--- config.mk ---
export PLATFORM = sky130hd
export DESIGN_NAME = lcd_sequencer
export DESIGN_NICKNAME = d
export VERILOG_FILES = /design/src/rtl/lcd_sequencer_pkg.sv /design/src/rtl/lcd_timer.sv /design/src/rtl/lcd_sequencer.sv
export SDC_FILE = /design/constraint.sdc
export NUM_CORES = 1
export LEC_CHECK = 0
export ABC_AREA = 1
export CORE_MARGIN = 5
export CORE_UTILIZATION = 40
export DETAILED_ROUTE_END_ITERATION = 10
export PLACE_DENSITY_LB_ADDON = 0.05
export SYNTH_ARGS = -nofsm -noshare
export SYNTH_HDL_FRONTEND = slang
export SYNTH_HIERARCHICAL = 1
export SYNTH_SLANG_ARGS = --single-unit
--- constraint.sdc ---
create_clock -name Clock -period 8.2 [get_ports Clock]
set_input_delay 1.64 -clock Clock [delete_from_list [all_inputs] [get_ports Clock]]
set_output_delay 1.64 -clock Clock [all_outputs]
set_load 0.02 [all_outputs]
--- src/rtl/lcd_sequencer_pkg.sv ---
// -----------------------------------------------------------------------------
// lcd_sequencer_pkg
// Shared definitions for the HD44780-style 4-bit LCD write sequencer:
//   - FSM state encoding
//   - default timing constants (clocks at 50 MHz)
//   - power-up init command table (single nibbles, then full bytes)
//   - small helpers used by the top level
// -----------------------------------------------------------------------------
package lcd_sequencer_pkg;

  // Default timing, in clocks of a 50 MHz system clock.
  localparam int DEF_SETUP   = 3;       // nibble/RS valid to E rise (>= 40 ns)
  localparam int DEF_EHIGH   = 12;      // E high width
  localparam int DEF_GAP     = 50;      // upper-nibble E fall to lower-nibble drive
  localparam int DEF_WAIT    = 2000;    // post-byte wait, 40 us
  localparam int DEF_CLRWAIT = 82000;   // post-byte wait for clear/home, 1.64 ms
  localparam int DEF_PWRWAIT = 750000;  // power-up settle, 15 ms
  localparam int DEF_INITW1  = 205000;  // after first 0x3 nibble, 4.1 ms
  localparam int DEF_INITW2  = 5000;    // after second 0x3 nibble, 100 us

  // Init table sizes: four single nibbles followed by four full bytes.
  localparam int INIT_NIBBLES = 4;
  localparam int INIT_BYTES   = 4;

  typedef enum logic [3:0] {
    PWR_WAIT,
    INIT_NIB,
    INIT_WAIT,
    IDLE,
    SETUP_HI,
    PULSE_HI,
    GAP,
    SETUP_LO,
    PULSE_LO,
    BYTE_WAIT
  } lcd_state_e;

  // Which wait follows each init nibble.
  typedef enum logic [1:0] {
    WAIT_INIT1,
    WAIT_INIT2,
    WAIT_BYTE
  } init_wait_e;

  // Single-nibble init sequence: 0x3, 0x3, 0x3, 0x2 (switch to 4-bit mode).
  function automatic logic [3:0] init_nibble(input logic [1:0] idx);
    case (idx)
      2'd3:    return 4'h2;
      default: return 4'h3;
    endcase
  endfunction

  function automatic init_wait_e init_wait_sel(input logic [1:0] idx);
    case (idx)
      2'd0:    return WAIT_INIT1;
      2'd1:    return WAIT_INIT2;
      default: return WAIT_BYTE;
    endcase
  endfunction

  // Full-byte init commands: function set, entry mode, display on, clear.
  function automatic logic [7:0] init_byte(input logic [1:0] idx);
    case (idx)
      2'd0:    return 8'h28;
      2'd1:    return 8'h06;
      2'd2:    return 8'h0C;
      default: return 8'h01;
    endcase
  endfunction

  // Clear display (0x01) and return home (0x02) need the long wait.
  function automatic logic is_slow_cmd(input logic rs, input logic [7:0] data);
    return !rs && ((data == 8'h01) || (data == 8'h02));
  endfunction

  function automatic int max_int(input int a, input int b);
    return (a > b) ? a : b;
  endfunction

endpackage

--- src/rtl/lcd_timer.sv ---
// -----------------------------------------------------------------------------
// lcd_timer
// Loadable down-counter with a zero flag. The counter stops at zero until it
// is reloaded.
//   clk        : system clock
//   rst_n      : asynchronous active-low reset (count <= RST_VAL)
//   load_i     : load load_val_i on this edge (has priority over counting)
//   load_val_i : value to load
//   count_o    : current count
//   done_o     : count is zero
// -----------------------------------------------------------------------------
module lcd_timer #(
  parameter int           W       = 20,
  parameter logic [W-1:0] RST_VAL = '0
) (
  input  logic         clk,
  input  logic         rst_n,
  input  logic         load_i,
  input  logic [W-1:0] load_val_i,
  output logic [W-1:0] count_o,
  output logic         done_o
);

  logic [W-1:0] count_q;

  // NOTE: sequential state is written with non-blocking assignments so every
  // flop samples the pre-edge values of the others.
  always_ff @(posedge clk or negedge rst_n) begin
    if (!rst_n) begin
      count_q <= RST_VAL;
    end else if (load_i) begin
      count_q <= load_val_i;
    end else if (count_q != '0) begin
      count_q <= count_q - W'(1);
    end
  end

  assign count_o = count_q;
  assign done_o  = (count_q == '0);

endmodule

--- src/rtl/lcd_sequencer.sv ---
// -----------------------------------------------------------------------------
// lcd_sequencer
// Write-only 4-bit LCD interface. After reset it waits for panel power-up,
// runs the standard nibble/byte init sequence, then accepts bytes one at a
// time and emits each as two E-strobed nibbles (upper first) followed by a
// command-dependent settle wait. The panel is never polled.
//   Clock      : system clock, all state on its rising edge
//   Reset      : asynchronous active-low reset, restarts the init sequence
//   iData      : byte to write, sampled on acceptance
//   iRS        : register select (0 command, 1 data), sampled on acceptance
//   iValid     : write request; accepted on an edge where oReady is high
//   oReady     : sequencer idle and able to accept a byte
//   oInitDone  : power-up init sequence complete (sticky until reset)
//   oLCD_E     : panel enable strobe
//   oLCD_RS    : panel register select
//   oLCD_RW    : panel read/write, always 0 (write)
//   oLCD_Data  : panel data nibble D7..D4
// -----------------------------------------------------------------------------
module lcd_sequencer
  import lcd_sequencer_pkg::*;
#(
  parameter int P_SETUP   = DEF_SETUP,
  parameter int P_EHIGH   = DEF_EHIGH,
  parameter int P_GAP     = DEF_GAP,
  parameter int P_WAIT    = DEF_WAIT,
  parameter int P_CLRWAIT = DEF_CLRWAIT,
  parameter int P_PWRWAIT = DEF_PWRWAIT,
  parameter int P_INITW1  = DEF_INITW1,
  parameter int P_INITW2  = DEF_INITW2
) (
  input  logic       Clock,
  input  logic       Reset,
  input  logic [7:0] iData,
  input  logic       iRS,
  input  logic       iValid,
  output logic       oReady,
  output logic       oInitDone,
  output logic       oLCD_E,
  output logic       oLCD_RS,
  output logic       oLCD_RW,
  output logic [3:0] oLCD_Data
);

  // Timer must hold the largest value ever loaded, including the combined
  // setup+pulse window used for single init nibbles.
  localparam int P_MAX = max_int(max_int(max_int(P_PWRWAIT, P_INITW1),
                                         max_int(P_INITW2, P_CLRWAIT)),
                                 max_int(max_int(P_WAIT, P_GAP),
                                         P_SETUP + P_EHIGH));
  localparam int TW = $clog2(P_MAX + 1);

  // A state lasting N clocks is entered with N-1 loaded: the exit edge is the
  // one that sees the counter at zero.
  localparam logic [TW-1:0] T_SETUP   = TW'(P_SETUP - 1);
  localparam logic [TW-1:0] T_EHIGH   = TW'(P_EHIGH - 1);
  localparam logic [TW-1:0] T_GAP     = TW'(P_GAP - 1);
  localparam logic [TW-1:0] T_WAIT    = TW'(P_WAIT - 1);
  localparam logic [TW-1:0] T_CLRWAIT = TW'(P_CLRWAIT - 1);
  localparam logic [TW-1:0] T_INITW1  = TW'(P_INITW1 - 1);
  localparam logic [TW-1:0] T_INITW2  = TW'(P_INITW2 - 1);
  localparam logic [TW-1:0] T_NIB     = TW'(P_SETUP + P_EHIGH - 1);
  // Count seen on the edge that ends the setup part of an init nibble.
  localparam logic [TW-1:0] T_NIB_RISE = TW'(P_EHIGH);

  // Init step: 0..3 single nibbles, 4..7 full bytes.
  localparam logic [2:0] LAST_NIB_STEP = 3'(INIT_NIBBLES - 1);
  localparam logic [2:0] LAST_STEP     = 3'(INIT_NIBBLES + INIT_BYTES - 1);

  lcd_state_e   state_q;
  logic [2:0]   step_q;
  logic [7:0]   byte_q;
  logic         rs_q;
  logic         ready_q;
  logic         init_done_q;
  logic         lcd_e_q;
  logic         lcd_rs_q;
  logic [3:0]   lcd_data_q;

  logic          timer_load;
  logic [TW-1:0] timer_val;
  logic [TW-1:0] timer_count;
  logic          timer_done;
  logic          accept;
  logic [7:0]    init_cmd;
  logic          init_last;

  function automatic logic [TW-1:0] init_wait_val(input logic [1:0] idx);
    case (init_wait_sel(idx))
      WAIT_INIT1: return T_INITW1;
      WAIT_INIT2: return T_INITW2;
      default:    return T_WAIT;
    endcase
  endfunction

  // ready_q is only ever high in IDLE, so this is the whole handshake.
  assign accept    = iValid & ready_q;
  // Next init byte to send: step 3 -> table entry 0, step 4 -> 1, ...
  assign init_cmd  = init_byte(2'(step_q - LAST_NIB_STEP));
  assign init_last = init_done_q || (step_q == LAST_STEP);

  // Timer reload: loads the duration of the state being entered, on the same
  // edge the FSM below moves into it.
  // NOTE: every output of a combinational block gets a default first, so no
  // path through the case can leave a value held (which would be a latch).
  always_comb begin
    timer_load = 1'b0;
    timer_val  = '0;
    case (state_q)
      PWR_WAIT: begin
        timer_load = timer_done;
        timer_val  = T_NIB;
      end
      INIT_NIB: begin
        timer_load = timer_done;
        timer_val  = init_wait_val(step_q[1:0]);
      end
      INIT_WAIT: begin
        timer_load = timer_done;
        timer_val  = (step_q == LAST_NIB_STEP) ? T_SETUP : T_NIB;
      end
      IDLE: begin
        timer_load = accept;
        timer_val  = T_SETUP;
      end
      SETUP_HI, SETUP_LO: begin
        timer_load = timer_done;
        timer_val  = T_EHIGH;
      end
      PULSE_HI: begin
        timer_load = timer_done;
        timer_val  = T_GAP;
      end
      GAP: begin
        timer_load = timer_done;
        timer_val  = T_SETUP;
      end
      PULSE_LO: begin
        timer_load = timer_done;
        timer_val  = is_slow_cmd(rs_q, byte_q) ? T_CLRWAIT : T_WAIT;
      end
      BYTE_WAIT: begin
        // Going to IDLE needs no load; the counter rests at zero.
        timer_load = timer_done && !init_last;
        timer_val  = T_SETUP;
      end
      default: begin
        timer_load = 1'b0;
        timer_val  = '0;
      end
    endcase
  end

  lcd_timer #(
    .W       (TW),
    .RST_VAL (TW'(P_PWRWAIT))
  ) u_timer (
    .clk        (Clock),
    .rst_n      (Reset),
    .load_i     (timer_load),
    .load_val_i (timer_val),
    .count_o    (timer_count),
    .done_o     (timer_done)
  );

  // Sequencer FSM with all panel outputs registered.
  always_ff @(posedge Clock or negedge Reset) begin
    if (!Reset) begin
      state_q     <= PWR_WAIT;
      step_q      <= '0;
      byte_q      <= '0;
      rs_q        <= 1'b0;
      ready_q     <= 1'b0;
      init_done_q <= 1'b0;
      lcd_e_q     <= 1'b0;
      lcd_rs_q    <= 1'b0;
      lcd_data_q  <= '0;
    end else begin
      case (state_q)
        PWR_WAIT: begin
          if (timer_done) begin
            state_q    <= INIT_NIB;
            step_q     <= '0;
            lcd_rs_q   <= 1'b0;
            lcd_data_q <= init_nibble(2'd0);
          end
        end
        // One state covers setup and pulse of a lone init nibble: E rises
        // once P_SETUP clocks have elapsed and falls on exit.
        INIT_NIB: begin
          if (timer_done) begin
            state_q <= INIT_WAIT;
            lcd_e_q <= 1'b0;
          end else if (timer_count == T_NIB_RISE) begin
            lcd_e_q <= 1'b1;
          end
        end
        INIT_WAIT: begin
          if (timer_done) begin
            step_q <= step_q + 3'd1;
            if (step_q == LAST_NIB_STEP) begin
              state_q    <= SETUP_HI;
              byte_q     <= init_cmd;
              rs_q       <= 1'b0;
              lcd_data_q <= init_cmd[7:4];
            end else begin
              state_q    <= INIT_NIB;
              lcd_data_q <= init_nibble(2'(step_q + 3'd1));
            end
          end
        end
        IDLE: begin
          if (accept) begin
            state_q    <= SETUP_HI;
            ready_q    <= 1'b0;
            byte_q     <= iData;
            rs_q       <= iRS;
            lcd_rs_q   <= iRS;
            lcd_data_q <= iData[7:4];
          end
        end
        SETUP_HI: begin
          if (timer_done) begin
            state_q <= PULSE_HI;
            lcd_e_q <= 1'b1;
          end
        end
        PULSE_HI: begin
          if (timer_done) begin
            state_q <= GAP;
            lcd_e_q <= 1'b0;
          end
        end
        GAP: begin
          if (timer_done) begin
            state_q    <= SETUP_LO;
            lcd_data_q <= byte_q[3:0];
          end
        end
        SETUP_LO: begin
          if (timer_done) begin
            state_q <= PULSE_LO;
            lcd_e_q <= 1'b1;
          end
        end
        PULSE_LO: begin
          if (timer_done) begin
            state_q <= BYTE_WAIT;
            lcd_e_q <= 1'b0;
          end
        end
        BYTE_WAIT: begin
          if (timer_done) begin
            if (init_last) begin
              state_q     <= IDLE;
              ready_q     <= 1'b1;
              init_done_q <= 1'b1;
            end else begin
              state_q    <= SETUP_HI;
              step_q     <= step_q + 3'd1;
              byte_q     <= init_cmd;
              lcd_data_q <= init_cmd[7:4];
            end
          end
        end
        default: begin
          state_q <= PWR_WAIT;
          lcd_e_q <= 1'b0;
        end
      endcase
    end
  end

  assign oReady    = ready_q;
  assign oInitDone = init_done_q;
  assign oLCD_E    = lcd_e_q;
  assign oLCD_RS   = lcd_rs_q;
  assign oLCD_RW   = 1'b0;
  assign oLCD_Data = lcd_data_q;

endmodule

* After elaboration in Yosys (flattened, before gate mapping)
Index checks and enable logic that the tools add are counted.
W data, S select, Z words.
** Operators by class
- $add $sub $neg :: 3
- Equal/unequal tests :: 35
- Mux-type cells :: 57
- Bitwise gates (word level) :: 2
- Reduce and logical (&&, ||, !) cells :: 33
** Operators by type and width (count)
- $pmux W18 S7 :: 1
- $mux W4 :: 18
- $mux W20 :: 2
- $mux W8 :: 5
- $pmux W4 S10 :: 1
- $pmux W18 S2 :: 1
- $ne A2 B2 Y1 const B :: 13
- $pmux W8 S3 :: 1
- $eq A20 B4 Y1 const B :: 1
- $logic_not A20 Y1 :: 1
- $pmux W4 S5 :: 1
- $reduce_bool A20 Y1 :: 1
- $sub A20 B1 Y20 const B :: 1
- $mux W3 :: 6
- $pmux W6 S3 :: 1
- $mux W17 :: 1
- $eq A4 B3 Y1 const B :: 4
- $reduce_and A4 Y1 :: 3
- $mux W1 :: 11
- $reduce_and A10 Y1 :: 1
- $pmux W3 S3 :: 1
- $eq A4 B2 Y1 const B :: 2
- $eq A4 B4 Y1 const B :: 2
- $eq A8 B1 Y1 const B :: 1
- 33 further kinds :: 50
** Storage, ports and cells
- Register bits after elaboration :: 44
- Output and inout bits :: 9
- Logic and storage cells :: 140

* Longest topological paths before layout
Gate-level depths: netlist (run 1).
- Word-level depth :: 7
- Depth in mapped cells :: 14

* Modules after synthesis
Netlist (run 1), hierarchy kept.
** Modules (own cells, without submodules)
- lcd_sequencer :: times used 1, cells an instance 278, area each 1961.9 um^2
- lcd_timer :: times used 1, cells an instance 203, area each 1453.9 um^2

* Worst setup path after synthesis (run 1)
OpenSTA, ideal clock, no wires.
- Path kind :: input to register
- From :: input port iValid
- To :: register u_timer.count_q[3], in the netlist u_timer/count_o[3]
- Data arrival time :: 2.628 ns
- Required time :: 8.083 ns
- Setup slack :: 5.456 ns
- Cell stages on the path :: 8
- Path buffers :: 2
- Cells stage by stage :: nand2_1 nor2_1 nand3b_1 clkbuf_1 clkbuf_1 nor2_1 nand2_1 nand2_1
** On the way
- Cells in the longest elaborated chain, start to end :: 3
- Elaborated cells on any way between the ends :: 4
** Ends and longest elaborated chain
- start, declared :: RTL line lcd_sequencer.sv:35 : input logic iValid,
- $and A1 B1 Y1 (*) :: RTL line lcd_sequencer.sv:96 : assign accept = iValid & ready_q;
- $pmux W1 S3 (*) :: RTL line lcd_sequencer.sv:108 : case (state_q)
- named net timer_load :: RTL line lcd_sequencer.sv:79 : logic timer_load;
- $mux W20 / $reduce_bool A2 Y1 (equally long branches)
- end signal, assigned :: RTL line lcd_timer.sv:32 : count_q <= load_val_i;
- end signal, assigned :: RTL line lcd_timer.sv:34 : count_q <= count_q - W'(1);
- end, declared :: RTL line lcd_timer.sv:24 : logic [W-1:0] count_q;
The timed path passes the listed nets; every way through them passes the cells marked *.
A chain may end at the register's enable or synchronous reset.

* Final worst setup path (run 1)
- From :: input port iValid
- To :: register u_timer.count_q[0], in the netlist u_timer/count_o[0]
The elaborated chain is that of the path after synthesis.

==> results of run 1 <==
==> per-stage QoR <==
stage               total power, W  hold WS [ns]  instances  area (sq um)  utilization [%]
floorplan                 0.001058        0.4426        485          3431                -
global placement          0.001247        0.4564        599          3675            44.50
detailed placement        0.001250        0.4613        599          3675            44.50
CTS                       0.001402        0.4871        607          3769            45.64
global route              0.001520        0.5062        607          3769            45.64
finish                    0.001383        0.4802        607          3769            45.64
==> synthesized netlist by cell type <==
library cell,n
sky130_fd_sc_hd__o2111ai_1,1
sky130_fd_sc_hd__a21oi_1,1
sky130_fd_sc_hd__buf_2,1
sky130_fd_sc_hd__nand3_4,1
sky130_fd_sc_hd__nand2_1,175
sky130_fd_sc_hd__dfstp_2,10
sky130_fd_sc_hd__o21ai_1,6
sky130_fd_sc_hd__nand3b_1,6
sky130_fd_sc_hd__o21ai_4,1
sky130_fd_sc_hd__nor2_2,9
sky130_fd_sc_hd__buf_6,4
sky130_fd_sc_hd__nor3_1,3
sky130_fd_sc_hd__ha_1,10
sky130_fd_sc_hd__nand2_2,16
sky130_fd_sc_hd__inv_2,6
sky130_fd_sc_hd__nand2_4,6
sky130_fd_sc_hd__inv_1,40
sky130_fd_sc_hd__nand3_2,3
sky130_fd_sc_hd__o21ai_2,7
sky130_fd_sc_hd__clkbuf_1,4
sky130_fd_sc_hd__or2_2,1
sky130_fd_sc_hd__buf_4,2
sky130_fd_sc_hd__o211ai_1,1
sky130_fd_sc_hd__o21ai_0,19
sky130_fd_sc_hd__nand4_1,13
sky130_fd_sc_hd__xor2_1,6
sky130_fd_sc_hd__o22ai_1,1
sky130_fd_sc_hd__conb_1,1
sky130_fd_sc_hd__nor2_1,40
sky130_fd_sc_hd__nand3_1,35
sky130_fd_sc_hd__and2_0,1
sky130_fd_sc_hd__o21a_1,1
sky130_fd_sc_hd__nor2_4,7
sky130_fd_sc_hd__dfrtp_1,34
sky130_fd_sc_hd__nor2_8,5
sky130_fd_sc_hd__nand2_8,1
sky130_fd_sc_hd__xnor2_1,1
sky130_fd_sc_hd__nor4_1,1
sky130_fd_sc_hd__inv_6,1
==> worst max-delay path by stage <==
| stage | startpoint | end | slack (ns) | depth (start not counted) |
|---|---|---|---|---|
| after floorplan | iValid | u_timer/count_o[3] | 5.46 | 8 |
| after global placement | iValid | u_timer/count_o[0] | 4.37 | 8 |
| after detailed placement | iValid | u_timer/count_o[0] | 4.28 | 8 |
| after CTS | iValid | u_timer/count_o[0] | 4.63 | 8 |
| after global routing | iValid | u_timer/count_o[0] | 4.44 | 8 |
| final | iValid | u_timer/count_o[0] | 4.66 | 8 |
==> power breakdown <==
group          switching [W]  leakage [nW]  total [W]  internal [W]
Combinational       0.000512          1.27   0.000793      0.000281
Sequential          0.000116         0.539   0.000444      0.000328
Clock              0.0000839        0.0452   0.000146     0.0000622
Total               0.000712          1.85    0.00138      0.000671
==> logic make-up (layout without fill, tap and decap cells) <==
logic type	count (synthesis)	after routing	share of synthesized area (%)
AND/OR/NAND/NOR	323	323	47.22
buffers and inverters	58	75	7.655
flip-flops	44	44	32.60
AO/OA/AOI/OAI	38	38	6.960
adder cells (fa/ha/maj)	10	10	3.663
XOR/XNOR	7	7	1.795
other	1	5	0.1098
==> layer usage <==
metal	vias up	part of all wire, %
met5	-	0
li1	1559	-
met2	27	51
met3	6	1.5
met4	0	1.4
met1	1317	46
==> registers in the layout, indices dropped and copies added (netlist names) <==
name,count
step_q,3
oLCD_RS,1
u_timer/count_o,20
state_q,4
byte_q,8
oReady,1
oLCD_Data,4
rs_q,1
oLCD_E,1
oInitDone,1
==> layout by cell type (no fill, tap or decap), types with 7 or more instances in the layout <==
cell | Yosys | final
sky130_fd_sc_hd__clkdlybuf4s50_1 | 0 | 18
sky130_fd_sc_hd__dfrtp_1 | 34 | 34
sky130_fd_sc_hd__dfstp_2 | 10 | 10
sky130_fd_sc_hd__ha_1 | 10 | 10
sky130_fd_sc_hd__inv_1 | 40 | 40
sky130_fd_sc_hd__nand2_1 | 175 | 175
sky130_fd_sc_hd__nand2_2 | 16 | 16
sky130_fd_sc_hd__nand3_1 | 35 | 35
sky130_fd_sc_hd__nand4_1 | 13 | 13
sky130_fd_sc_hd__nor2_1 | 40 | 40
sky130_fd_sc_hd__nor2_2 | 9 | 9
sky130_fd_sc_hd__nor2_4 | 7 | 7
sky130_fd_sc_hd__o21ai_0 | 19 | 19
sky130_fd_sc_hd__o21ai_2 | 7 | 7
==> critical path, delay by kind of cell <==
kind / cells / cell delay (ns)
AO/OA/AOI/OAI: 1 / 0.06
AND/OR/NAND/NOR: 5 / 1.19
buffers and inverters: 2 / 0.84
==> area by class of cell <==
class                   instances  area (sq um)
multi-input cells             383          2056
well taps                     105         131.4
fillers                       884          4489
clock buffers                   5         68.82
flip-flops and latches         44          1114
inverters                      47         181.4
repair buffers                 20         192.7
clock inverters                 3         25.02
==> report_table.html, run 1 <==
<table>
<tr><th>Metric</th><th>Value</th></tr>
<tr><th colspan="2">Status</th></tr>
<tr><td>Status</td><td>finished clean</td></tr>
<tr><th colspan="2">STA</th></tr>
<tr><td>Sum of negative setup slack</td><td>0 ns</td></tr>
<tr><td>Worst setup margin</td><td>4.658 ns</td></tr>
<tr><td>Number of endpoints with negative hold slack in the final report</td><td>0</td></tr>
<tr><td>Largest clock skew in the final design</td><td>0.01286 ns</td></tr>
<tr><td>Final critical path time including I/O delays and setup</td><td>3.542 ns</td></tr>
<tr><td>Worst slew margin relative to its limit</td><td>32.19%</td></tr>
<tr><td>Final setup viols</td><td>0</td></tr>
<tr><td>RSZ-0062 raised after global routing</td><td>false</td></tr>
<tr><td>Number of max-slew violations in the final report</td><td>0</td></tr>
<tr><td>Slew at the pin closest to its max-slew limit</td><td>1.017 ns</td></tr>
<tr><td>Final period utilization</td><td>43.20%</td></tr>
<tr><td>Max Clock Freq</td><td>282.3 MHz</td></tr>
<tr><th colspan="2">Global routing</th></tr>
<tr><td>Global-route wire length before repair</td><td>14190 um</td></tr>
<tr><td>Via count of the first global-routing pass</td><td>2889</td></tr>
<tr><td>GRT Util Overall</td><td>17.32%</td></tr>
<tr><td>Highest-utilization routing layer at the global route stage</td><td>met2</td></tr>
<tr><td>Pin count of the biggest net entering global routing</td><td>45</td></tr>
<tr><td>Congestion Overflow GR</td><td>0</td></tr>
<tr><td>Global routing met3 resource utilization</td><td>2.253%</td></tr>
<tr><td>Number of antenna violations at the first check in global routing</td><td>0</td></tr>
<tr><td>Global routing met2 resource utilization</td><td>30.78%</td></tr>
<tr><td>Met1 Use GR</td><td>21.69%</td></tr>
<tr><th colspan="2">Setup path</th></tr>
<tr><td>CP Capture Type</td><td>flop</td></tr>
<tr><td>Data arrival time of the critical path</td><td>3.73 ns</td></tr>
<tr><td>Critical Path Max Stage Delay</td><td>0.67 ns</td></tr>
<tr><td>Endpoint of the worst register-to-register path</td><td>u_timer/count_o[9]</td></tr>
<tr><td>Critical Path Fanout Max</td><td>25</td></tr>
<tr><td>Crit-path slowest cell</td><td>sky130_fd_sc_hd__nand3b_1</td></tr>
<tr><td>Required arrival time at the worst endpoint</td><td>8.39 ns</td></tr>
<tr><td>Launching point of the worst reg2reg path</td><td>u_timer/count_o[0]</td></tr>
<tr><td>Cells along the critical path</td><td>clkdlybuf4s50_1, nand2_1, nor2_1, nand3b_1, inv_1, nand4_1, nand2_1, o21ai_1</td></tr>
<tr><td>Depth of the worst register-to-register path</td><td>14</td></tr>
<tr><td>Setup slack of the most critical reg-to-reg path</td><td>5.07 ns</td></tr>
<tr><td>Type of the setup path with the least slack</td><td>input port to flop</td></tr>
<tr><td>Cell occurring most often along the worst timing path</td><td>sky130_fd_sc_hd__nand2_1</td></tr>
<tr><td>Startpoint type of the worst setup path</td><td>input port</td></tr>
<tr><th colspan="2">Flow run</th></tr>
<tr><td>Reported max-cap violation count</td><td>0</td></tr>
<tr><th colspan="2">CTS</th></tr>
<tr><td>Clock latency of the later-clocked register in the worst-skew pair</td><td>0.31 ns</td></tr>
<tr><td>Clk pin slew, worst setup/hold paths</td><td>0.09 ns</td></tr>
<tr><td>CTS-repair resized insts</td><td>0</td></tr>
<tr><td>CTS Hold Bufs</td><td>0</td></tr>
<tr><td>Number of CTS-inserted buffers</td><td>5</td></tr>
<tr><td>Setup fix buffers added after clock tree synthesis</td><td>0</td></tr>
<tr><td>Clock root buffer master</td><td>sky130_fd_sc_hd__clkbuf_8</td></tr>
<tr><td>Clock H-tree levels</td><td>2</td></tr>
<tr><td>Clock Tree Buf Depth</td><td>2</td></tr>
<tr><td>Sink count of the clock tree</td><td>44</td></tr>
<tr><td>TritonCTS clock tree</td><td>built</td></tr>
<tr><th colspan="2">Hold path</th></tr>
<tr><td>Hold Path End</td><td>oLCD_RS</td></tr>
<tr><td>Worst hold path type</td><td>flop to flop</td></tr>
<tr><td>Number of stages on the worst hold path</td><td>2</td></tr>
<tr><td>Hold path startpoint</td><td>oLCD_RS</td></tr>
<tr><th colspan="2">Floorplanning</th></tr>
<tr><td>Placement row count</td><td>33</td></tr>
<tr><td>I/O pin count</td><td>21</td></tr>
<tr><td>Effective utilization at floorplan</td><td>41.36%</td></tr>
<tr><td>CORE AREA</td><td>0.008258 sq mm</td></tr>
<tr><td>Y dimension of the die</td><td>102.4 um</td></tr>
<tr><td>Die X-Extent</td><td>102.4 um</td></tr>
<tr><td>Die Area</td><td>0.01049 sq mm</td></tr>
<tr><th colspan="2">Synthesis</th></tr>
<tr><td>Post-synthesis sequential element count</td><td>44</td></tr>
<tr><td>Synthesized area divided by synthesized cell count</td><td>7.101 sq um</td></tr>
<tr><td>Dominant cell type by area after synthesis</td><td>sky130_fd_sc_hd__dfrtp_1</td></tr>
<tr><td>Synth warnings</td><td>6</td></tr>
<tr><td>Post-synthesis instance total</td><td>481</td></tr>
<tr><td>Area share of the largest cell type after synthesis</td><td>24.91%</td></tr>
<tr><td>Count of cell types in the netlist</td><td>39</td></tr>
<tr><td>Top cells by area in the synthesized netlist</td><td>sky130_fd_sc_hd__dfrtp_1 (25%), sky130_fd_sc_hd__nand2_1 (19%), sky130_fd_sc_hd__dfstp_2 (7.7%)</td></tr>
<tr><td>Synthesized cell area</td><td>0.003416 sq mm</td></tr>
<tr><td>Portion of the post-synthesis area used by sequential elements</td><td>32.60%</td></tr>
<tr><th colspan="2">Route</th></tr>
<tr><td>Remaining DRCs</td><td>0</td></tr>
<tr><td>Number of detailed-route iterations in the first pass</td><td>4</td></tr>
<tr><td>Via count normalized by instance count</td><td>4.792</td></tr>
<tr><td>Antenna-violating nets left</td><td>0</td></tr>
<tr><td>First-iteration detailed-routing DRC count</td><td>122</td></tr>
<tr><td>Routed via count</td><td>2909</td></tr>
<tr><td>Aggregate routed wire length</td><td>8253 um</td></tr>
<tr><td>Detailed-route wire length per cell</td><td>13.60 um</td></tr>
<tr><th colspan="2">Placement</th></tr>
<tr><td>Pre-CTS setup slack</td><td>4.284 ns</td></tr>
<tr><td>IO Port Bufs</td><td>19</td></tr>
<tr><td>Gpl congestion</td><td>0.8937</td></tr>
<tr><td>Detailed-placement wirelength estimate</td><td>6562 um</td></tr>
<tr><th colspan="2">Cells and area</th></tr>
<tr><td>Number of nets in the finished design</td><td>523</td></tr>
<tr><td>Diodes inserted</td><td>0</td></tr>
<tr><td>Share of layout cells above drive strength 1</td><td>16.73%</td></tr>
<tr><td>Post-synthesis to final-layout area growth</td><td>10.33%</td></tr>
<tr><th colspan="2">Pwr</th></tr>
<tr><td>Pwr dens</td><td>367.0 mW/mm^2</td></tr>
<tr><td>Maximum vdd ir drop</td><td>141.3 uV</td></tr>
<tr><td>Standby leakage power</td><td>1.852 nW</td></tr>
</table>
Note: power is estimated with default switching activity, not from simulation.
==> run 2, diff against run 1 <==
Clock period 8.2 ns to 3.4 ns, I/O delays scaled along.
==> report_table.html, run 2 (same netlist as run 1, synthesis figures left out) <==
<table>
<tr><th>Metric</th><th>Value</th></tr>
<tr><th colspan="2">Status</th></tr>
<tr><td>Status</td><td>finished clean</td></tr>
<tr><th colspan="2">Pwr</th></tr>
<tr><td>Clk pwr share</td><td>12.7%</td></tr>
<tr><td>Switching power of the nets</td><td>0.001707 W</td></tr>
<tr><td>Proportion of power drawn by flip-flops and latches</td><td>31.2%</td></tr>
<tr><td>Internal power of the cells</td><td>0.001712 W</td></tr>
<tr><td>Pwr dens</td><td>898.8 mW/mm^2</td></tr>
<tr><td>Standby leakage power</td><td>1.874 nW</td></tr>
<tr><td>Switching share of power</td><td>49.92%</td></tr>
<tr><td>Maximum vdd ir drop</td><td>350.0 uV</td></tr>
<tr><td>Power Total</td><td>0.003419 W</td></tr>
<tr><td>Relative contribution of combinational cells to total power</td><td>56.1%</td></tr>
<tr><th colspan="2">STA</th></tr>
<tr><td>Final critical path time including I/O delays and setup</td><td>2.501 ns</td></tr>
<tr><td>Worst slew margin relative to its limit</td><td>32.24%</td></tr>
<tr><td>Sum of negative setup slack</td><td>0 ns</td></tr>
<tr><td>Final-layout worst hold slack</td><td>0.4739 ns</td></tr>
<tr><td>RSZ-0062 raised after global routing</td><td>false</td></tr>
<tr><td>Slew at the pin closest to its max-slew limit</td><td>1.016 ns</td></tr>
<tr><td>Number of endpoints with negative hold slack in the final report</td><td>0</td></tr>
<tr><td>Largest clock skew in the final design</td><td>0.01098 ns</td></tr>
<tr><td>Number of max-slew violations in the final report</td><td>0</td></tr>
<tr><td>Max Clock Freq</td><td>399.8 MHz</td></tr>
<tr><td>Final setup viols</td><td>0</td></tr>
<tr><td>Final period utilization</td><td>73.57%</td></tr>
<tr><th colspan="2">CTS</th></tr>
<tr><td>Clock root buffer master</td><td>sky130_fd_sc_hd__clkbuf_8</td></tr>
<tr><td>CTS-repair resized insts</td><td>0</td></tr>
<tr><td>Clock Tree Buf Depth</td><td>2</td></tr>
<tr><td>Clock latency of the later-clocked register in the worst-skew pair</td><td>0.30 ns</td></tr>
<tr><td>Number of CTS-inserted buffers</td><td>5</td></tr>
<tr><td>Setup fix buffers added after clock tree synthesis</td><td>0</td></tr>
<tr><td>Clock H-tree levels</td><td>2</td></tr>
<tr><td>TritonCTS clock tree</td><td>built</td></tr>
<tr><td>Sink count of the clock tree</td><td>44</td></tr>
<tr><td>CTS Hold Bufs</td><td>0</td></tr>
<tr><td>Clk pin slew, worst setup/hold paths</td><td>0.08 ns</td></tr>
<tr><th colspan="2">Setup path</th></tr>
<tr><td>Depth of the worst register-to-register path</td><td>14</td></tr>
<tr><td>Data arrival time of the critical path</td><td>2.72 ns</td></tr>
<tr><td>Startpoint type of the worst setup path</td><td>flop</td></tr>
<tr><td>Crit-path slowest cell</td><td>sky130_fd_sc_hd__dfrtp_1</td></tr>
<tr><td>Setup slack of the most critical reg-to-reg path</td><td>0.90 ns</td></tr>
<tr><td>Launching point of the worst reg2reg path</td><td>u_timer/count_o[0]</td></tr>
<tr><td>CP Capture Type</td><td>flop</td></tr>
<tr><td>Critical Path Fanout Max</td><td>25</td></tr>
<tr><td>Type of the setup path with the least slack</td><td>flop to flop</td></tr>
<tr><td>Required arrival time at the worst endpoint</td><td>3.62 ns</td></tr>
<tr><td>Critical Path Max Stage Delay</td><td>0.40 ns</td></tr>
<tr><td>Endpoint of the worst register-to-register path</td><td>u_timer/count_o[0]</td></tr>
<tr><td>Cells along the critical path</td><td>inv_1, ha_1, nand2_1, nor3_1, nand3_1, nor4_1, buf_4, nand3_1, nand3b_1, buf_4, inv_1, nand4_1, nand2_1, o21ai_1</td></tr>
<tr><td>Worst Setup SP</td><td>u_timer/count_o[0]</td></tr>
<tr><th colspan="2">Route</th></tr>
<tr><td>Remaining DRCs</td><td>0</td></tr>
<tr><td>Number of detailed-route iterations in the first pass</td><td>4</td></tr>
<tr><td>Aggregate routed wire length</td><td>8228 um</td></tr>
<tr><td>Antenna-violating nets left</td><td>0</td></tr>
<tr><td>First-iteration detailed-routing DRC count</td><td>110</td></tr>
<tr><td>Via count normalized by instance count</td><td>4.857</td></tr>
<tr><td>Detailed-route wire length per cell</td><td>13.53 um</td></tr>
<tr><td>Routed via count</td><td>2953</td></tr>
<tr><th colspan="2">Placement</th></tr>
<tr><td>IO Port Bufs</td><td>19</td></tr>
<tr><td>Detailed-placement wirelength estimate</td><td>6518 um</td></tr>
<tr><td>Gpl congestion</td><td>0.9139</td></tr>
<tr><th colspan="2">Floorplanning</th></tr>
<tr><td>Y dimension of the die</td><td>102.4 um</td></tr>
<tr><td>Die Area</td><td>0.01049 sq mm</td></tr>
<tr><td>Effective utilization at floorplan</td><td>41.36%</td></tr>
<tr><td>Placement row count</td><td>33</td></tr>
<tr><td>CORE AREA</td><td>0.008258 sq mm</td></tr>
<tr><td>Die X-Extent</td><td>102.4 um</td></tr>
<tr><td>I/O pin count</td><td>21</td></tr>
<tr><th colspan="2">Global routing</th></tr>
<tr><td>Pin count of the biggest net entering global routing</td><td>45</td></tr>
<tr><td>Congestion Overflow GR</td><td>0</td></tr>
<tr><td>Number of antenna violations at the first check in global routing</td><td>0</td></tr>
<tr><td>GRT Util Overall</td><td>17.58%</td></tr>
<tr><td>Global-route wire length before repair</td><td>14560 um</td></tr>
<tr><td>Via count of the first global-routing pass</td><td>3029</td></tr>
<tr><th colspan="2">Cells and area</th></tr>
<tr><td>Commonest non-fill, non-tap cell in the layout</td><td>sky130_fd_sc_hd__nand2_1</td></tr>
<tr><td>Diodes inserted</td><td>0</td></tr>
<tr><td>Post-synthesis to final-layout area growth</td><td>11.36%</td></tr>
<tr><td>Number of nets in the finished design</td><td>524</td></tr>
<tr><td>Util after Layout</td><td>46.06%</td></tr>
<tr><td>Number of fill cells in the layout</td><td>888</td></tr>
<tr><td>Share of layout cells above drive strength 1</td><td>16.90%</td></tr>
<tr><td>Seq. cell area</td><td>0.001114 sq mm</td></tr>
<tr><td>Multi-input combinational cell area</td><td>0.002056 sq mm</td></tr>
<tr><td>Highest-count cells in the layout ignoring fill and taps</td><td>sky130_fd_sc_hd__nand2_1 (175), sky130_fd_sc_hd__inv_1 (40), sky130_fd_sc_hd__nor2_1 (40)</td></tr>
<tr><td>Largest register FFs</td><td>20</td></tr>
<tr><th colspan="2">Hold path</th></tr>
<tr><td>Hold Path End</td><td>oLCD_E</td></tr>
<tr><td>Worst hold path type</td><td>flop to flop</td></tr>
<tr><td>Hold path startpoint</td><td>oLCD_E</td></tr>
<tr><td>Number of stages on the worst hold path</td><td>2</td></tr>
<tr><th colspan="2">Flow run</th></tr>
<tr><td>Reported max-cap violation count</td><td>0</td></tr>
</table>
==> run 2: cell types whose count changed in the layout (fill, tap and decap cells not counted), sizes merged <==
| cell | change |
|---|---|
| bufinv | +1 |
| clkbuf | +1 |
| buf | +1 |
| inv | -2 |
| clkinv | +1 |
| clkinvlp | -1 |
==> run 2: cell type report <==
| cell class | count | share of cell area (%) |
|---|---|---|
| multi-input cells | 383 | 54.05 |
| well taps | 105 | 3.454 |
| repair buffers | 21 | 5.263 |
| clock buffers | 6 | 2.171 |
| inverters | 47 | 4.770 |
| flip-flops and latches | 44 | 29.28 |
| clock inverters | 2 | 1.020 |
==> run 2: worst max-delay path, delay by kind of cell, from the launching register on <==
family,cells,cell delay [ns]
AOI/OAI and AO/OA,1,0.07
buffers and inverters,4,0.79
adders and majority gates,1,0.19
DFF,1,0.40
and+or+nand+nor,8,0.99
==> run 2: per-stage QoR <==
step | worst slack [ns] | cell area [sq um] | std cells
after floorplan | 0.6665 | 3431 | 485
after global placement | 0.8848 | 3682 | 600
after detailed placement | 0.8927 | 3682 | 600
after CTS | 0.8593 | 3804 | 608
after global routing | 0.5913 | 3804 | 608
final | 0.8985 | 3804 | 608
==> run 2: worst max path at each step <==
stage                           to  cells past startpoint
3_3_place_gp            state_q[3]                     14
2_1_floorplan           state_q[2]                     13
3_5_place_dp          oLCD_Data[2]                     14
4_1_cts               oLCD_Data[2]                     14
5_1_grt        u_timer/count_o[18]                     15
6_report        u_timer/count_o[0]                     14
==> run 2: routing by layer <==
metal	track usage (%)	routed length, um	vias up
met4	5.348	168	0
li1	-	-	1569
met3	2.321	174	10
met2	31.23	4180	35
met5	0	0	-
met1	22.13	3705	1339
==> run 2: power by group through the flow <==
stage / registers, W / logic [W] / clock network (W)
after floorplan: 0.00104 / 0.00152 / 0
after global placement: 0.00108 / 0.00194 / 0
after detailed placement: 0.00108 / 0.00194 / 0
after CTS: 0.00107 / 0.00194 / 0.000447
after global routing: 0.00112 / 0.00220 / 0.000469
final: 0.00107 / 0.00192 / 0.000433
==> run 3, diff against run 2 <==
Clock period 3.4 ns to 2.1 ns, I/O delays scaled along.
==> report_table.html, run 3 (same netlist as run 1, synthesis figures left out) <==
<table>
<tr><th>Metric</th><th>Value</th></tr>
<tr><th colspan="2">Floorplanning</th></tr>
<tr><td>Die X-Extent</td><td>102.4 um</td></tr>
<tr><td>Placement row count</td><td>33</td></tr>
<tr><td>CORE AREA</td><td>0.008258 sq mm</td></tr>
<tr><td>I/O pin count</td><td>21</td></tr>
<tr><td>Y dimension of the die</td><td>102.4 um</td></tr>
<tr><td>Effective utilization at floorplan</td><td>41.36%</td></tr>
<tr><td>Die Area</td><td>0.01049 sq mm</td></tr>
<tr><th colspan="2">Cells and area</th></tr>
<tr><td>Highest-count cells in the layout ignoring fill and taps</td><td>sky130_fd_sc_hd__nand2_1 (166), sky130_fd_sc_hd__nor2_1 (40), sky130_fd_sc_hd__inv_1 (36)</td></tr>
<tr><td>Final instance area</td><td>0.004145 sq mm</td></tr>
<tr><td>Largest register FFs</td><td>20</td></tr>
<tr><td>Util after Layout</td><td>50.20%</td></tr>
<tr><td>Share of layout cells above drive strength 1</td><td>24.39%</td></tr>
<tr><td>Post-synthesis to final-layout area growth</td><td>21.36%</td></tr>
<tr><td>Final cell count without fillers</td><td>634</td></tr>
<tr><td>Commonest non-fill, non-tap cell in the layout</td><td>sky130_fd_sc_hd__nand2_1</td></tr>
<tr><td>Number of nets in the finished design</td><td>550</td></tr>
<tr><td>Diodes inserted</td><td>0</td></tr>
<tr><th colspan="2">CTS</th></tr>
<tr><td>Clock latency of the later-clocked register in the worst-skew pair</td><td>0.30 ns</td></tr>
<tr><td>Clock Tree Buf Depth</td><td>2</td></tr>
<tr><td>TritonCTS clock tree</td><td>built</td></tr>
<tr><td>Clk pin slew, worst setup/hold paths</td><td>0.09 ns</td></tr>
<tr><td>Clock H-tree levels</td><td>2</td></tr>
<tr><td>Sink count of the clock tree</td><td>44</td></tr>
<tr><td>Number of CTS-inserted buffers</td><td>5</td></tr>
<tr><td>Clock root buffer master</td><td>sky130_fd_sc_hd__clkbuf_8</td></tr>
<tr><td>CTS Hold Bufs</td><td>0</td></tr>
<tr><th colspan="2">Setup path</th></tr>
<tr><td>Cells along the critical path</td><td>inv_2, ha_4, nand2_4, nor3_2, nand3_1, nor4_4, buf_4, nand3_2, nand3b_1, buf_12, inv_6, nand4_1, nand2_1, o21ai_1</td></tr>
<tr><td>Crit-path slowest cell</td><td>sky130_fd_sc_hd__dfrtp_1</td></tr>
<tr><td>Startpoint type of the worst setup path</td><td>flop</td></tr>
<tr><td>Critical Path Max Stage Delay</td><td>0.39 ns</td></tr>
<tr><td>Type of the setup path with the least slack</td><td>flop to flop</td></tr>
<tr><td>Family with the most delay on the worst path</td><td>simple AND/OR/NAND/NOR gates</td></tr>
<tr><td>Required arrival time at the worst endpoint</td><td>2.32 ns</td></tr>
<tr><td>CP Capture Type</td><td>flop</td></tr>
<tr><td>Data arrival time of the critical path</td><td>2.22 ns</td></tr>
<tr><td>Critical Path Fanout Max</td><td>7</td></tr>
<tr><td>WP buf/inv</td><td>4</td></tr>
<tr><th colspan="2">Placement</th></tr>
<tr><td>Number of placed cells counting well taps</td><td>618</td></tr>
<tr><td>Placed Area</td><td>0.003915 sq mm</td></tr>
<tr><td>Detailed-placement wirelength estimate</td><td>6958 um</td></tr>
<tr><td>IO Port Bufs</td><td>19</td></tr>
<tr><td>Gpl congestion</td><td>0.8662</td></tr>
<tr><th colspan="2">Status</th></tr>
<tr><td>Status</td><td>finished clean</td></tr>
<tr><th colspan="2">STA</th></tr>
<tr><td>Final critical path time including I/O delays and setup</td><td>1.993 ns</td></tr>
<tr><td>Final period utilization</td><td>94.88%</td></tr>
<tr><td>RSZ-0062 raised after global routing</td><td>true</td></tr>
<tr><td>Number of endpoints with negative hold slack in the final report</td><td>0</td></tr>
<tr><td>Max Clock Freq</td><td>501.9 MHz</td></tr>
<tr><td>Sum of negative setup slack</td><td>0 ns</td></tr>
<tr><td>Largest clock skew in the final design</td><td>0.01057 ns</td></tr>
<tr><td>Final setup viols</td><td>0</td></tr>
<tr><td>Number of max-slew violations in the final report</td><td>0</td></tr>
<tr><th colspan="2">Route</th></tr>
<tr><td>Remaining DRCs</td><td>0</td></tr>
<tr><td>Via count normalized by instance count</td><td>4.877</td></tr>
<tr><td>Aggregate routed wire length</td><td>8908 um</td></tr>
<tr><td>Antenna-violating nets left</td><td>0</td></tr>
<tr><td>First-iteration detailed-routing DRC count</td><td>113</td></tr>
<tr><td>Detailed-route wire length per cell</td><td>14.05 um</td></tr>
<tr><td>Number of detailed-route iterations in the first pass</td><td>4</td></tr>
<tr><td>Routed via count</td><td>3092</td></tr>
<tr><th colspan="2">Global routing</th></tr>
<tr><td>Via count of the first global-routing pass</td><td>3122</td></tr>
<tr><td>Number of antenna violations at the first check in global routing</td><td>0</td></tr>
<tr><td>Global-route wire length before repair</td><td>15080 um</td></tr>
<tr><td>Congestion Overflow GR</td><td>0</td></tr>
<tr><td>GRT Util Overall</td><td>18.44%</td></tr>
<tr><td>Pin count of the biggest net entering global routing</td><td>18</td></tr>
<tr><th colspan="2">Pwr</th></tr>
<tr><td>Maximum vdd ir drop</td><td>503.5 uV</td></tr>
<tr><td>Pwr dens</td><td>1467 mW/mm^2</td></tr>
<tr><td>Standby leakage power</td><td>2.042 nW</td></tr>
<tr><th colspan="2">Flow run</th></tr>
<tr><td>Reported max-cap violation count</td><td>0</td></tr>
<tr><th colspan="2">Hold path</th></tr>
<tr><td>Worst hold path type</td><td>input port to asynchronous set/reset pin</td></tr>
</table>
run 3: cell count changes in the layout (fill, tap and decap cells not counted), moves of 4 or more:
cell                      before  now
sky130_fd_sc_hd__nand2_1     175  166
sky130_fd_sc_hd__inv_1        40   36
sky130_fd_sc_hd__nand2_2      16   21
sky130_fd_sc_hd__buf_4         2   25
sky130_fd_sc_hd__nand2_4       6   10
run 3: path summary, 6_finish.rpt:
| kind | from | end | slack [ns] | depth (start not counted) |
|---|---|---|---|---|
| worst min-delay path | Reset | u_timer/count_o[15] | 0.05 | 1 |
| worst min register to register | oLCD_E | oLCD_E | 0.48 | 2 |
| worst max-delay path | u_timer/count_o[1] | u_timer/count_o[0] | 0.11 | 14 |
| min in group Clock | oLCD_E | oLCD_E | 0.48 | 2 |
| worst max register to register | u_timer/count_o[1] | u_timer/count_o[0] | 0.11 | 14 |
| max in group asynchronous | Reset | u_timer/count_o[8] | 1.41 | 2 |
run 3: layout make-up:
class / count / area (sq um)
multi-input combinational: 384 / 2163
clock buffer: 6 / 72.57
fill: 838 / 4113
clock inverter: 2 / 60.06
sequential: 44 / 1114
inverter: 47 / 191.4
tap: 105 / 131.4
timing repair buffer: 46 / 412.9
run 3: report_power, final:
part / switching [W] / leakage [nW] / total [W] / internal, W
clock network: 0.000311 / 0.0654 / 0.000787 / 0.000476
registers: 0.000427 / 0.539 / 0.00171 / 0.00128
logic: 0.00225 / 1.44 / 0.00359 / 0.00134
total: 0.00299 / 2.04 / 0.00608 / 0.00310
run 3: per-stage QoR:
stage | power, W | hold WS, ns | worst slack, ns
global placement | 0.005154 | 0.3843 | -0.04359
finish | 0.006081 | 0.04813 | 0.1075
floorplan | 0.004245 | 0.1244 | -0.06643
global route | 0.006636 | 0.06225 | -0.08525
CTS | 0.006050 | 0.05581 | 0.07014
detailed placement | 0.005189 | 0.3870 | -0.05579
run 3: worst register-to-register path: cells and delay by family, from the launching register on:
family,cells,cell delay (ns)
compound gates,1,0.07
fa+ha+maj,1,0.15
buf+inv,4,0.44
flops,1,0.39
simple gates,8,0.88
run 3: repair_timing:
action / 4_1_cts / 5_1_grt
endpoints found under the setup margin: 30 / 27
buffers inserted: 0 / 8
hold endpoints to repair: 0 / 0
pin swaps: 3 / 4
gates cloned: 1 / 0
resized for setup: 0 / 8
run 3: per-layer routing:
metal	vias to the layer above	routed length (um)	share of wire [%]	GRT usage, %
met5	-	0	0	0
li1	1615	-	-	-
met2	34	4580	51	32.83
met3	6	168	1.9	2.253
met1	1437	4080	46	23.15
met4	0	78	0.88	5.853
